--- src/rtl/wt_cache_pkg.sv ---
// L1.5 request/return message types shared between the core-side cache and the OpenPiton L1.5.
// Reduced field set: only what the core request path and return path carry here.
package wt_cache_pkg;

  localparam int unsigned L15_TID_WIDTH = 2;

  typedef enum logic [4:0] {
    L15_LOAD_RQ   = 5'b00000,
    L15_STORE_RQ  = 5'b00001,
    L15_ATOMIC_RQ = 5'b00110,
    L15_IMISS_RQ  = 5'b10000
  } l15_reqtypes_t;

  typedef enum logic [3:0] {
    L15_LOAD_RET   = 4'b0000,
    L15_IFILL_RET  = 4'b0001,
    L15_EVICT_REQ  = 4'b0011,
    L15_ST_ACK     = 4'b0100,
    L15_INT_RET    = 4'b0111,
    L15_ATOMIC_RET = 4'b1110
  } l15_rtrntypes_t;

  typedef struct packed {
    logic                     l15_val;
    l15_reqtypes_t            l15_rqtype;
    logic                     l15_nc;
    logic [2:0]               l15_size;
    logic [L15_TID_WIDTH-1:0] l15_threadid;
    logic [39:0]              l15_address;
    logic [63:0]              l15_data;
    logic [3:0]               l15_amo_op;
  } l15_req_t;

  typedef struct packed {
    logic                     l15_ack;
    logic                     l15_header_ack;
    logic                     l15_val;
    l15_rtrntypes_t           l15_returntype;
    logic [1:0]               l15_error;
    logic                     l15_noncacheable;
    logic [L15_TID_WIDTH-1:0] l15_threadid;
    logic [63:0]              l15_data_0;
    logic [63:0]              l15_data_1;
  } l15_rtrn_t;

endpackage

--- src/rtl/lagarto_l15_buf_pkg.sv ---
// Shared types and helpers for the Lagarto L1.5 request buffer.
package lagarto_l15_buf_pkg;

  localparam int unsigned OutCntWidth = 8;

  typedef enum logic [1:0] {
    RUN   = 2'd0,
    DRAIN = 2'd1,
    IDLE  = 2'd2
  } buf_state_e;

  // Evictions and interrupts are unsolicited; every other return retires a request.
  function automatic logic is_completion(input wt_cache_pkg::l15_rtrntypes_t rtype);
    return (rtype != wt_cache_pkg::L15_EVICT_REQ) && (rtype != wt_cache_pkg::L15_INT_RET);
  endfunction

endpackage

--- src/rtl/lagarto_l15_req_fifo.sv ---
// Synchronous FIFO of L1.5 requests; occupancy counter disambiguates full from empty.
module lagarto_l15_req_fifo
  import wt_cache_pkg::*;
#(
  parameter int unsigned Depth = 4
) (
  input  logic                   clk_i,
  input  logic                   rst_i,
  input  logic                   push_i,
  input  l15_req_t               data_i,
  input  logic                   pop_i,
  output l15_req_t               data_o,
  output logic                   full_o,
  output logic                   empty_o,
  output logic [$clog2(Depth):0] count_o
);

  localparam int unsigned PtrW = $clog2(Depth);
  localparam int unsigned CntW = PtrW + 1;

  l15_req_t            mem_q [Depth];
  logic [PtrW-1:0]     wptr_q, wptr_d;
  logic [PtrW-1:0]     rptr_q, rptr_d;
  logic [CntW-1:0]     cnt_q, cnt_d;
  logic                do_push, do_pop;

  assign full_o  = (cnt_q == CntW'(Depth));
  assign empty_o = (cnt_q == '0);
  assign count_o = cnt_q;
  assign data_o  = mem_q[rptr_q];
  assign do_push = push_i && !full_o;
  assign do_pop  = pop_i && !empty_o;

  // Pointers wrap naturally because Depth is a power of two.
  always_comb begin
    wptr_d = wptr_q;
    rptr_d = rptr_q;
    cnt_d  = cnt_q;
    if (do_push) wptr_d = wptr_q + PtrW'(1);
    if (do_pop)  rptr_d = rptr_q + PtrW'(1);
    case ({do_push, do_pop})
      2'b10:   cnt_d = cnt_q + CntW'(1);
      2'b01:   cnt_d = cnt_q - CntW'(1);
      default: cnt_d = cnt_q;
    endcase
  end

  always_ff @(posedge clk_i) begin
    if (rst_i) begin
      wptr_q <= '0;
      rptr_q <= '0;
      cnt_q  <= '0;
    end else begin
      wptr_q <= wptr_d;
      rptr_q <= rptr_d;
      cnt_q  <= cnt_d;
    end
  end

  always_ff @(posedge clk_i) begin
    if (do_push) mem_q[wptr_q] <= data_i;
  end

endmodule

--- src/rtl/lagarto_l15_req_buffer.sv ---
// Elastic request buffer between the Lagarto core and the OpenPiton L1.5 with drain/quiesce.
// Optional perf counters (stall_cycles_o, max_occ_o) exist when LAGARTO_L15_BUF_PERF_EN is defined.
module lagarto_l15_req_buffer
  import wt_cache_pkg::*;
  import lagarto_l15_buf_pkg::*;
#(
  parameter int unsigned Depth          = 4,
  parameter int unsigned MaxOutstanding = 8
) (
  input  logic                   clk_i,
  input  logic                   rst_i,
  input  l15_req_t               core_req_i,
  output l15_rtrn_t              core_rtrn_o,
  output l15_req_t               l15_req_o,
  input  l15_rtrn_t              l15_rtrn_i,
  input  logic                   drain_i,
  output logic                   idle_o,
  output logic [$clog2(Depth):0] occupancy_o,
  output logic [OutCntWidth-1:0] outstanding_o,
  output logic                   err_o
`ifdef LAGARTO_L15_BUF_PERF_EN
  ,
  output logic [31:0]            stall_cycles_o,
  output logic [$clog2(Depth):0] max_occ_o
`endif
);

  localparam int unsigned CntW = $clog2(Depth) + 1;

  buf_state_e             state_q, state_d;
  logic                   idle_q, idle_d;
  logic [OutCntWidth-1:0] outst_q, outst_d;
  logic                   err_q, err_d;

  l15_req_t               head;
  logic                   full, empty;
  logic [CntW-1:0]        occ;
  logic                   can_accept, push, pop, issue_val;
  logic                   completion, inc, dec;

  lagarto_l15_req_fifo #(
    .Depth (Depth)
  ) i_fifo (
    .clk_i   (clk_i),
    .rst_i   (rst_i),
    .push_i  (push),
    .data_i  (core_req_i),
    .pop_i   (pop),
    .data_o  (head),
    .full_o  (full),
    .empty_o (empty),
    .count_o (occ)
  );

  always_ff @(posedge clk_i) begin
    if (rst_i) begin
      state_q <= RUN;
      idle_q  <= 1'b0;
      outst_q <= '0;
      err_q   <= 1'b0;
    end else begin
      state_q <= state_d;
      idle_q  <= idle_d;
      outst_q <= outst_d;
      err_q   <= err_d;
    end
  end

  // Leaving drain takes priority over reaching idle.
  always_comb begin
    state_d = state_q;
    case (state_q)
      RUN:     if (drain_i) state_d = DRAIN;
      DRAIN: begin
        if (!drain_i)                       state_d = RUN;
        else if (empty && (outst_q == '0))  state_d = IDLE;
      end
      IDLE:    if (!drain_i) state_d = RUN;
      default: state_d = RUN;
    endcase
  end

  always_comb begin
    can_accept = (state_q == RUN) && !full;
    idle_d     = (state_d == IDLE);
  end

  assign push      = core_req_i.l15_val && can_accept;
  assign issue_val = !empty && (outst_q < OutCntWidth'(MaxOutstanding));
  assign pop       = issue_val && l15_rtrn_i.l15_ack;

  always_comb begin
    l15_req_o = '0;
    if (!empty) l15_req_o = head;
    l15_req_o.l15_val = issue_val;
  end

  always_comb begin
    core_rtrn_o                = l15_rtrn_i;
    core_rtrn_o.l15_ack        = push;
    core_rtrn_o.l15_header_ack = push;
  end

  // A completion with nothing in flight is a protocol error and must not underflow.
  always_comb begin
    completion = l15_rtrn_i.l15_val && is_completion(l15_rtrn_i.l15_returntype);
    inc        = pop;
    dec        = completion && (outst_q != '0);
    outst_d    = outst_q;
    err_d      = err_q;
    case ({inc, dec})
      2'b10:   outst_d = outst_q + OutCntWidth'(1);
      2'b01:   outst_d = outst_q - OutCntWidth'(1);
      default: outst_d = outst_q;
    endcase
    if (completion && (outst_q == '0))        err_d = 1'b1;
    if (l15_rtrn_i.l15_ack && !issue_val)     err_d = 1'b1;
  end

  assign idle_o        = idle_q;
  assign occupancy_o   = occ;
  assign outstanding_o = outst_q;
  assign err_o         = err_q;

`ifdef LAGARTO_L15_BUF_PERF_EN
  logic [31:0]     stall_q, stall_d;
  logic [CntW-1:0] max_occ_q, max_occ_d;

  always_comb begin
    stall_d   = stall_q;
    max_occ_d = max_occ_q;
    if (core_req_i.l15_val && !push && (stall_q != '1)) stall_d = stall_q + 32'd1;
    if (occ > max_occ_q) max_occ_d = occ;
  end

  always_ff @(posedge clk_i) begin
    if (rst_i) begin
      stall_q   <= '0;
      max_occ_q <= '0;
    end else begin
      stall_q   <= stall_d;
      max_occ_q <= max_occ_d;
    end
  end

  assign stall_cycles_o = stall_q;
  assign max_occ_o      = max_occ_q;
`endif

endmodule

--- config.mk ---
export PLATFORM = sky130hd
export DESIGN_NAME = lagarto_l15_req_buffer
export DESIGN_NICKNAME = d
export VERILOG_FILES = /design/src/rtl/wt_cache_pkg.sv /design/src/rtl/lagarto_l15_buf_pkg.sv /design/src/rtl/lagarto_l15_req_fifo.sv /design/src/rtl/lagarto_l15_req_buffer.sv
export SDC_FILE = /design/constraint.sdc
export NUM_CORES = 1
export LEC_CHECK = 0
export ABC_AREA = 1
export BUFFER_PORTS_ARGS = -buffer_cell sky130_fd_sc_hd__buf_2
export CAP_MARGIN = 20
export CORE_AREA = 2 2 206 208
export DETAILED_ROUTE_END_ITERATION = 10
export DIE_AREA = 0 0 208 210
export PLACE_DENSITY = 0.78
export SLEW_MARGIN = 25
export SYNTH_ARGS = -nofsm -noshare
export SYNTH_HDL_FRONTEND = slang
export SYNTH_SLANG_ARGS = --single-unit
export TNS_END_PERCENT = 20
--- constraint.sdc ---
create_clock -name clk_i -period 12.1 [get_ports clk_i]
set_input_delay 0.605 -clock clk_i [delete_from_list [all_inputs] [get_ports clk_i]]
set_output_delay 0.605 -clock clk_i [all_outputs]
set_load 0.01 [all_outputs]
## Word level (Yosys, flattened, before mapping)

Memories as Yosys holds them, arrays and structs flattened. A register that Yosys moved wholly into a read port is not among the register bits.
Index checks and enable logic that the tools add are counted.

- Add/sub/neg operators: 6
- Multiply operators: 0
- Divide/modulo/power cells: 0
- Order comparisons: 1
- Equal/unequal tests: 10
- Shift-type cells: 0
- Multiplexer cells: 14
- Bitwise logic cells: 0
- Reductions and logical operators: 22

Operator list:

| kind | number |
|---|---|
| $mux 119 | 1 |
| $pmux 8 s2 | 1 |
| $logic_and 1x1->1 | 12 |
| $mux 2 | 6 |
| $add 8x1->8 const B | 1 |
| $eq 2x2->1 const B | 4 |
| $logic_not 8->1 | 1 |
| $lt 8x4->1 const B | 1 |
| $reduce_bool 8->1 | 1 |
| $sub 8x1->8 const B | 1 |
| $eq 2x1->1 const B | 3 |
| $pmux 2 s3 | 1 |
| $pmux 3 s2 | 1 |
| $reduce_bool 2->1 | 3 |
| $add 2x1->2 const B | 2 |
| $mux 1 | 4 |
| $ne 4x2->1 const B | 1 |
| $ne 4x3->1 const B | 1 |
| $add 3x1->3 const B | 1 |
| $eq 3x3->1 const B | 1 |
| $logic_not 1->1 | 3 |
| $logic_not 3->1 | 1 |
| $sub 3x1->3 const B | 1 |
| $logic_not 2->1 | 1 |

- Register bits: 19
- Latch bits: 0
- Memory bits (writable): 480
- Bits in read-only memories: 0
- Input port bits: 263
- Output and inout port bits: 273
- Word-level logic and storage cells: 61
- Memories kept: 1

Memories:

| name | depth | width | read ports | clocked after Yosys merged registers in | wr ports | line | RTL |
|---|---|---|---|---|---|---|---|
| i_fifo.mem_q | 4 | 120 | 1 | 1 | 1 | lagarto_l15_req_fifo.sv:21 | `l15_req_t mem_q [Depth];` |

## Longest topological paths before layout

Gate-level depths: netlist (run 1).

- Word-level depth: 7
- Depth in mapped cells: 17

## Cells and area by module

A second synthesis (run 1) with hierarchy kept.

- Cell total of the unflattened synthesis: 1752
- Area total of the unflattened synthesis: 21195.3 um^2

By module, submodules not included:

| module | times used | cells an instance | area an instance (um^2) | sequential area each (um^2) |
|---|---|---|---|---|
| lagarto_l15_req_fifo | 1 | 1230 | 18342.6 | 14594.0 |
| lagarto_l15_req_buffer | 1 | 522 | 2852.7 | 240.2 |

## Worst setup path before layout (run 1)

No wires, ideal clock.

- Path kind: register -> register
- Start: register i_fifo.cnt_q[0], in the netlist i_fifo.count_o[0]
- End: memory i_fifo.mem_q[0][0] (netlist name) (enable)
- Library setup time: 0.599 ns
- Data arrival time: 5.850 ns
- Setup slack: 5.651 ns
- Stages on the path, launching flop included: 5
- Period minus slack after synthesis: 6.449 ns
- Cell sequence: dfxtp_1 nor3_1 nor3_1 nand2_1 nor2_1

- Cells in the longest elaborated chain, start to end: 7

Ends and longest elaborated chain:

| item | line | RTL |
|---|---|---|
| start: declaration | lagarto_l15_req_fifo.sv:24 | `logic [CntW-1:0] cnt_q, cnt_d;` |
| start signal: assignment | lagarto_l15_req_fifo.sv:56 | `cnt_q <= cnt_d;` |
| $eq 3x3->1 * | lagarto_l15_req_fifo.sv:27 | `assign full_o = (cnt_q == CntW'(Depth));` |
| $logic_not 1->1 * | lagarto_l15_req_fifo.sv:31, lagarto_l15_req_buffer.sv:84 |  |
| $logic_and 1x1->1 | lagarto_l15_req_buffer.sv:84 | `can_accept = (state_q == RUN) && !full;` |
| $logic_and 1x1->1 | lagarto_l15_req_buffer.sv:88 | `assign push = core_req_i.l15_val && can_accept;` |
| $logic_and 1x1->1 * | lagarto_l15_req_fifo.sv:31 | `assign do_push = push_i && !full_o;` |
| $mux 1 * | lagarto_l15_req_fifo.sv:61 | `if (do_push) mem_q[wptr_q] <= data_i;` |
| $mux 1 (not written as such) * | lagarto_l15_req_fifo.sv:61 |  |
| end: declaration | lagarto_l15_req_fifo.sv:21 |  |

Mark *: on every way between the ends. The rest lies on a longest branch, timed or not.

==> results of run 1 <==
## cells in the final DEF, fill, tap and decap left out, types with 2 or more instances in the layout
master,Yosys,layout
a21oi_1,137,137
buf_2,25,266
buf_4,164,14
bufinv_16,0,13
clkbuf_1,32,8
clkbuf_16,0,49
clkinv_1,0,6
clkinv_2,1,7
clkinv_4,0,3
dfxtp_1,21,19
dfxtp_4,0,2
edfxtp_1,476,476
ha_1,8,8
inv_1,37,36
inv_2,5,4
inv_6,0,4
nand2_1,48,48
nand2_2,5,5
nand3_1,14,14
nor2_1,492,488
nor2_2,3,3
nor2_4,3,7
nor3_1,2,2
nor3_4,2,2
o21ai_0,246,246
o21ai_1,5,5
xor2_1,3,3
## worst paths after layout
path                     startpoint                  end  slack (ns)  cells past startpoint
setup / recovery          flip-flop        l15_req_o[84]        8.13                      5
hold / removal       core_req_i[93]  i_fifo.mem_q[0][93]        0.23                      1
setup reg to reg  i_fifo.count_o[0]  i_fifo.mem_q[1][30]        9.07                      5
hold reg to reg    i_fifo.rptr_q[1]            flip-flop        0.45                      2
## flip-flops by register name, summed over array words and instances (netlist names), named ones only
signal / flops
idle_o: 1
i_fifo.wptr_q: 2
i_fifo.rptr_q: 2
outstanding_o: 8
state_q: 2
i_fifo.mem_q: 476
err_o: 1
i_fifo.count_o: 3
## metal layers
| layer | global-route usage, % | up-vias | part of all wire (%) |
|---|---|---|---|
| li1 | - | 6150 | - |
| met1 | 26.2 | 6201 | 31 |
| met2 | 41.5 | 746 | 47 |
| met3 | 18.4 | 149 | 17 |
| met4 | 12.2 | 16 | 5.2 |
| met5 | 0.890 | - | 0.25 |
## power breakdown
group	switching, mW	internal, mW
combinational	0.817	0.366
sequential	0.0715	2.02
clock	0.633	1.02
## metrics by stage
stage               cells  hold slack, ns  worst slack [ns]
global placement     2337           0.450              8.56
floorplan            1754           0.433              5.65
global route         2427           0.202              7.85
detailed placement   2337           0.444              8.49
CTS                  2426           0.199              7.80
finish               2428           0.226              8.13
## area by class of cell
class | instances | area [um^2]
fill | 3305 | 18300
sequential | 497 | 14700
multi-input combinational | 977 | 4410
timing repair buffer | 282 | 1480
clock buffer | 57 | 1260
tap | 539 | 674
clock inverter | 32 | 503
inverter | 43 | 170
antenna | 1 | 2.50
## cell families after synthesis
| kind of cell | share of synthesized area, % |
|---|---|
| AO/OA/AOI/OAI | 9.36 |
| XOR/XNOR | 0.168 |
| adder cells (fa/ha/maj) | 0.577 |
| buffers and inverters | 8.27 |
| flip-flops | 70.7 |
| AND/OR/NAND/NOR | 10.9 |
==> results.toml, run 1 <==
[run]
drv_cap = 0

[sta]
period_minus_slack_ns = 3.97
final-hold-violation-count = 0
slew_headroom_pct = 34.3
slew_viol_final = 0
rsz0062_at_grt = "false"
setup_viol = 0
fin_tns_setup_ns = 0
max_freq_mhz = 252
tightest_slew_ns = 0.986
fin_skew_ns = 0.0263
period_share_pct = 32.8

[layout]
nets = 2121
utilization_pct = 56.0
drive_gt1_share_pct = 20.4
final_area_mm2 = 0.0232
area_growth_syn_to_layout_pct = 11.5

[setup_path]
cp_cell_sequence = "inv_6, buf_6, o21ai_0, a21oi_1, buf_2"
critPathMaxStageDelay_ns = 0.71
cp-end-kind = "output port"
critical_path_class = "flip-flop to output port"
cp.required_ns = 11.49
arrival_ns = 3.37
crit_slowest_cell = "inv_6"
crit_fanout = 125
crit_buf_inv = 3
startpoint_type = "flip-flop"
crit_family = "buffers and inverters"

[power]
p_per_area_mw_per_mm2 = 212
power_mw = 4.93
p_leak_nw = 8.62
ir_drop_mv = 0.176

[die]
chipHeight_um = 210
coreArea_mm2 = 0.0415
ios = 536
die_w_um = 208
floorplan.initialDensity_pct = 50.2
fp-row-count = 75
dieArea_mm2 = 0.0437

[grt]
grt_max_degree = 126
grt_overflow = 0
grt_pass1_wl_mm = 84.4
antenna_found_initial = 9
grt_pass1_vias = 12700
grtUsageTotal_pct = 26.3

[synth]
synth_cell_types = 32
synth_top_cell_area_share_pct = 68.7
synth_area_leaders = "edfxtp_1 69%, nor2_1 8.9%, buf_4 5.9%, o21ai_0 5.9%, a21oi_1 3.3%"
ys_seq_area_share_pct = 70.7
syn_avg_cell_area_um2 = 11.9
yosysWarnings = 0
synth_nets = 2026
synth-async-reset-ratio_pct = 0
synth_commonest_cells = "492 x nor2_1, 476 x edfxtp_1, 246 x o21ai_0, 164 x buf_4, 137 x a21oi_1"
syn_inst = 1754
synth_edf_count = 476
synth_ff_type = "edfxtp_1"
yosysMostFrequentCell = "nor2_1"
synth_top_cell_by_area = "edfxtp_1"
ys_ff_latch = 497
synth_area_mm2 = 0.0208

[clock_network]
cts.sinks = 497
cts_inserted_buffers = 48
cts_tree = "built"
post_cts_buffers = 0
insertion_delay_ns = 0.59
cts-root-buf = "clkbuf_16"
cts.repair.resized = 0
cts.path.max_buffers = 3
cts_max_level = 2
hold_buffers = 0
clkTransAtPathRegs_ns = 0.06

[drt]
drt_iter0_drc = 1054
avgViaCountPerCell = 5.46
num_vias = 13300
wl_mm = 58.8
ant_nets = 0
drc = 0
dr.pass1.iters = 5
wl_per_cell_um = 24.2

[place]
io_buffers = 266
dpl_cell_area_mm2 = 0.0214
place_congestion = 0.907
hpwlAfterDp_mm = 38.4

[status]
status = "complete, no violations"

[min_path]
min_path_type = "input pin to flip-flop"
No activity file was read; power rests on OpenSTA's default activity.
==> inputs of run 2 (changes only) <==
--- a/config.mk
+++ b/config.mk
@@ -8,9 +8,9 @@
 export ABC_AREA = 1
 export BUFFER_PORTS_ARGS = -buffer_cell sky130_fd_sc_hd__buf_2
 export CAP_MARGIN = 20
-export CORE_AREA = 2 2 206 208
+export CORE_MARGIN = 2
+export CORE_UTILIZATION = 48
 export DETAILED_ROUTE_END_ITERATION = 10
-export DIE_AREA = 0 0 208 210
 export PLACE_DENSITY = 0.78
 export SLEW_MARGIN = 25
 export SYNTH_ARGS = -nofsm -noshare
==> constraint.sdc (replaced) <==
create_clock -name clk_i -period 3.35 [get_ports clk_i]
set_input_delay 0.1675 -clock clk_i [delete_from_list [all_inputs] [get_ports clk_i]]
set_output_delay 0.1675 -clock clk_i [all_outputs]
set_load 0.01 [all_outputs]
==> results.toml, run 2 (same netlist as run 1, synthesis figures left out) <==
[power]
ir_drop_mv = 1.26
p_leak_nw = 9.11
p_per_area_mw_per_mm2 = 719
power_mw = 17.6

[sta]
final-hold-violation-count = 0
max_freq_mhz = 345
slew_viol_final = 0
fin_skew_ns = 0.0165
tightest_slew_ns = 0.822
setup_viol = 0
rsz0062_at_grt = "false"
period_share_pct = 86.4
fin_ws_ns = 0.455
period_minus_slack_ns = 2.89
slew_headroom_pct = 45.2

[die]
coreArea_mm2 = 0.0430
ios = 536
chipHeight_um = 212
floorplan.initialDensity_pct = 48.4
die_w_um = 212
dieArea_mm2 = 0.0451
fp-row-count = 76

[clock_network]
post_cts_buffers = 0
cts.repair.resized = 0
clkTransAtPathRegs_ns = 0.06
cts-root-buf = "clkbuf_16"
cts.path.max_buffers = 3
cts_max_level = 2
insertion_delay_ns = 0.59
cts.sinks = 497
cts_inserted_buffers = 50
cts_tree = "built"

[setup_path]
startpoint_type = "flip-flop"
crit_fanout = 87
arrival_ns = 2.73
crit_slowest_cell = "inv_6"
cp_cell_sequence = "inv_6, buf_4, o21ai_0, a21oi_1, buf_2"
critical_path_class = "flip-flop to output port"
cp-end-kind = "output port"
critPathMaxStageDelay_ns = 0.51
cp.required_ns = 3.18

[layout]
n_fill_cell = 3368
final_cell_mix = "488 x nor2_1, 476 x edfxtp_1, 266 x buf_2"
largest_reg_flops = 476
final_area_mm2 = 0.0245
utilization_pct = 57.1
top_register = "i_fifo.mem_q"
stdcell_count = 2608
area_growth_syn_to_layout_pct = 17.9
final_common_cell = "nor2_1"
drive_gt1_share_pct = 18.9
nets = 2250

[drt]
wl_per_cell_um = 24.1
wl_mm = 62.7
drt_iter0_drc = 1259
num_vias = 14200
ant_nets = 0
avgViaCountPerCell = 5.43
dr.pass1.iters = 5
drc = 0

[place]
io_buffers = 266
dpl.cell_count = 2388
dpl_cell_area_mm2 = 0.0217
hpwlAfterDp_mm = 39.5
place_congestion = 0.915
post-place-ws_ns = 0.779

[grt]
grt_overflow = 0
grt_max_degree = 130
grtUsageMet2_pct = 43.3
grtUsageTotal_pct = 26.7
grt_pass1_wl_mm = 87.9
grt_use_met1_pct = 25.7
antenna_found_initial = 6
busiest_layer = "met2"
grt_pass1_vias = 13800
met3_usage_pct = 16.7

[status]
status = "complete, no violations"

[min_path]
min_path_type = "input pin to flip-flop"

[run]
drv_cap = 0
run 2: changes by cell type in the layout (fill, tap and decap cells not counted), moves of 3 or more:
cell           change
buf_4              -7
clkinv_2           -3
clkbuf_1           +7
diode_2            +3
dlygate4sd3_1    +123
bufinv_16          -8
clkinv_1           +6
buf_12            +13
run 2: metal layers:
metal  routed length [um]  up-vias  share of wire (%)
li1                     -     6407                  -
met1                19100     6712                 30
met2                29500      880                 47
met3                10200      169                 16
met4                 3880        6                6.2
met5                   56        -              0.089
run 2: metrics by stage:
step           setup TNS [ns]  hold WS, ns
6_report                    0        0.293
2_1_floorplan         -538.09        0.266
4_1_cts                     0        0.262
3_5_place_dp                0        0.335
5_1_grt                     0        0.300
3_3_place_gp                0        0.335
run 2: final timing paths:
path / start / endpoint / slack (ns) / cells past startpoint
worst max-delay path: flip-flop / l15_req_o[55] / 0.46 / 5
worst min-delay path: core_req_i[119] / i_fifo.wptr_q[1] / 0.29 / 3
worst max register to register: outstanding_o[5] / outstanding_o[4] / 0.69 / 16
worst min register to register: i_fifo.rptr_q[1] / flip-flop / 0.47 / 2
run 2: worst max-delay path: cells and delay by family (launching register included):
family | cells | cell delay [ns]
AOI/OAI and AO/OA | 2 | 0.44
buffers and inverters | 3 | 1.16
DFF | 1 | 0.49
run 2: power by group:
| part | leakage [nW] | switching, mW | total [mW] | internal [mW] |
|---|---|---|---|---|
| Sequential | 4.52 | 0.209 | 7.51 | 7.30 |
| Clock | 0.773 | 2.32 | 5.53 | 3.21 |
| Combinational | 3.82 | 3.11 | 4.59 | 1.48 |
run 2: final cells by class:
type,count,area [um^2],share of cell area [%]
antenna,4,10.0,0.0408
clock buffer,67,1350,5.49
clock inverter,26,270,1.10
inverter,43,170,0.693
multi-input combinational,977,4410,18.0
sequential,497,14700,60.0
tap,585,732,2.98
timing repair buffer,409,2880,11.7
run 2: what timing repair did:
action / CTS / global route
setup endpoints to repair: 0 / 0
hold buffers: 123 / 0
hold endpoints to repair: 488 / 0
==> inputs of run 3 (changes only) <==
--- a/config.mk
+++ b/config.mk
@@ -10,10 +10,12 @@
 export CAP_MARGIN = 20
 export CORE_MARGIN = 2
 export CORE_UTILIZATION = 48
+export CTS_CLUSTER_DIAMETER = 120
 export DETAILED_ROUTE_END_ITERATION = 10
 export PLACE_DENSITY = 0.78
 export SLEW_MARGIN = 25
 export SYNTH_ARGS = -nofsm -noshare
 export SYNTH_HDL_FRONTEND = slang
+export SYNTH_HIERARCHICAL = 1
 export SYNTH_SLANG_ARGS = --single-unit
 export TNS_END_PERCENT = 20
==> results.toml, run 3 <==
[synth]
synth_nets = 2020
syn_avg_cell_area_um2 = 12.1
synth_area_mm2 = 0.0211
syn_inst = 1743
yosysWarnings = 6

[sta]
slew_viol_final = 0
period_minus_slack_ns = 3.21
max_freq_mhz = 312
fin_skew_ns = 0.0221
period_share_pct = 95.7
setup_viol = 0
slew_headroom_pct = 36.0
rsz0062_at_grt = "false"
final-hold-violation-count = 0
tightest_slew_ns = 0.960
fin_tns_setup_ns = 0

[setup_path]
cp.required_ns = 3.18
startpoint_type = "flip-flop"
critical_path_class = "flip-flop to output port"
crit_fanout = 62
arrival_ns = 3.04
cp-end-kind = "output port"

[layout]
stdcell_count = 2601
area_growth_syn_to_layout_pct = 17.2
n_fill_cell = 3339
largest_reg_flops = 476
top_register = "i_fifo/mem_q"
multi_input_area_mm2 = 0.00412
drive_gt1_share_pct = 19.6
final_cell_mix = "476 x edfxtp_1, 363 x nor2_1, 266 x buf_2"
regArea_mm2 = 0.0147
final_common_cell = "edfxtp_1"
utilization_pct = 57.2
final_area_mm2 = 0.0247
nets = 2247

[grt]
grt_pass1_wl_mm = 88.1
antenna_found_initial = 2
grt_pass1_vias = 13800
grt_max_degree = 213
grt_overflow = 0
grtUsageTotal_pct = 26.4

[place]
place_congestion = 0.926
dpl.cell_count = 2379
io_buffers = 266
hpwlAfterDp_mm = 40.8
dpl_cell_area_mm2 = 0.0219

[run]
drv_cap = 0

[die]
ios = 536
die_w_um = 213
chipHeight_um = 213
coreArea_mm2 = 0.0432
dieArea_mm2 = 0.0455
floorplan.initialDensity_pct = 48.8
fp-row-count = 76

[drt]
drt_iter0_drc = 1329
wl_mm = 62.9
dr.pass1.iters = 7
avgViaCountPerCell = 5.48
ant_nets = 0
drc = 0
num_vias = 14300
wl_per_cell_um = 24.2

[clock_network]
cts.sinks = 497
cts_max_level = 2
clkTransAtPathRegs_ns = 0.06
insertion_delay_ns = 0.59
post_cts_buffers = 0
cts_inserted_buffers = 50
cts_tree = "built"
cts-root-buf = "clkbuf_16"
cts.path.max_buffers = 3

[power]
clkPwrFrac_pct = 32.8
intPower_mw = 11.5
power_mw = 16.2
p_comb_share_pct = 21.5
p_leak_nw = 9.60
p_per_area_mw_per_mm2 = 658
p_switching_mw = 4.77
switching_share_pct = 29.4
pwr-share-seq_pct = 45.7
ir_drop_mv = 0.580

[min_path]
min_path_type = "input pin to flip-flop"

[status]
status = "complete, no violations"
[run 3: cell type report]
type	count	area share [%]
flip-flops and latches	497	59.6
multi-input cells	843	16.7
repair buffers	409	11.7
clock buffers	59	5.29
well taps	585	2.97
inverters	169	2.62
clock inverters	35	1.04
diodes	4	0.0406
[run 3: final timing paths]
kind / start / end / slack (ns) / depth (start not counted)
hold / removal: core_req_i[119] / i_fifo/wptr_q[0] / 0.04 / 5
hold reg to reg: i_fifo/wptr_q[1] / i_fifo/wptr_q[1] / 0.50 / 2
setup reg to reg: i_fifo/count_o[1] / outstanding_o[6] / 0.80 / 16
setup / recovery: i_fifo/count_o[1] / l15_req_o[53] / 0.14 / 7
[run 3: critical path: stages (launching register included)]
cell and delay [ns]:
dfxtp_1 0.34, nor2_1 0.14, nand2_1 0.15, inv_4 0.08, buf_4 0.55, buf_4 0.66, nor2_1 0.21, buf_2 0.20
[run 3: repair_timing]
action	in CTS	in global routing
hold endpoints to repair	487	0
hold buffers	124	0
gates resized for setup	0	0
[run 3: metrics by stage]
stage / setup WS, ns / hold WS (ns)
CTS: 0.194 / 0.0120
global route: 0.00858 / 0.0449
global placement: 0.829 / 0.335
finish: 0.145 / 0.0351
floorplan: 0.0206 / 0.237
detailed placement: 0.797 / 0.335
[run 3: power by group through the flow]
stage	combinational [mW]	clock, mW	sequential, mW
floorplan	2.32	0	7.55
global placement	3.25	0	7.52
detailed placement	3.32	0	7.54
CTS	3.47	5.38	7.42
global route	3.84	5.65	7.45
finish	3.49	5.32	7.42
[run 3: layer usage]
layer / wire length (um) / part of all wire (%) / vias to the layer above / track usage (%)
met2: 29500 / 47 / 943 / 42.9
met3: 9700 / 15 / 190 / 14.7
met4: 4790 / 7.6 / 4 / 17.8
met5: 132 / 0.21 / - / 1.83
li1: - / - / 6382 / -
met1: 18700 / 30 / 6741 / 25.6
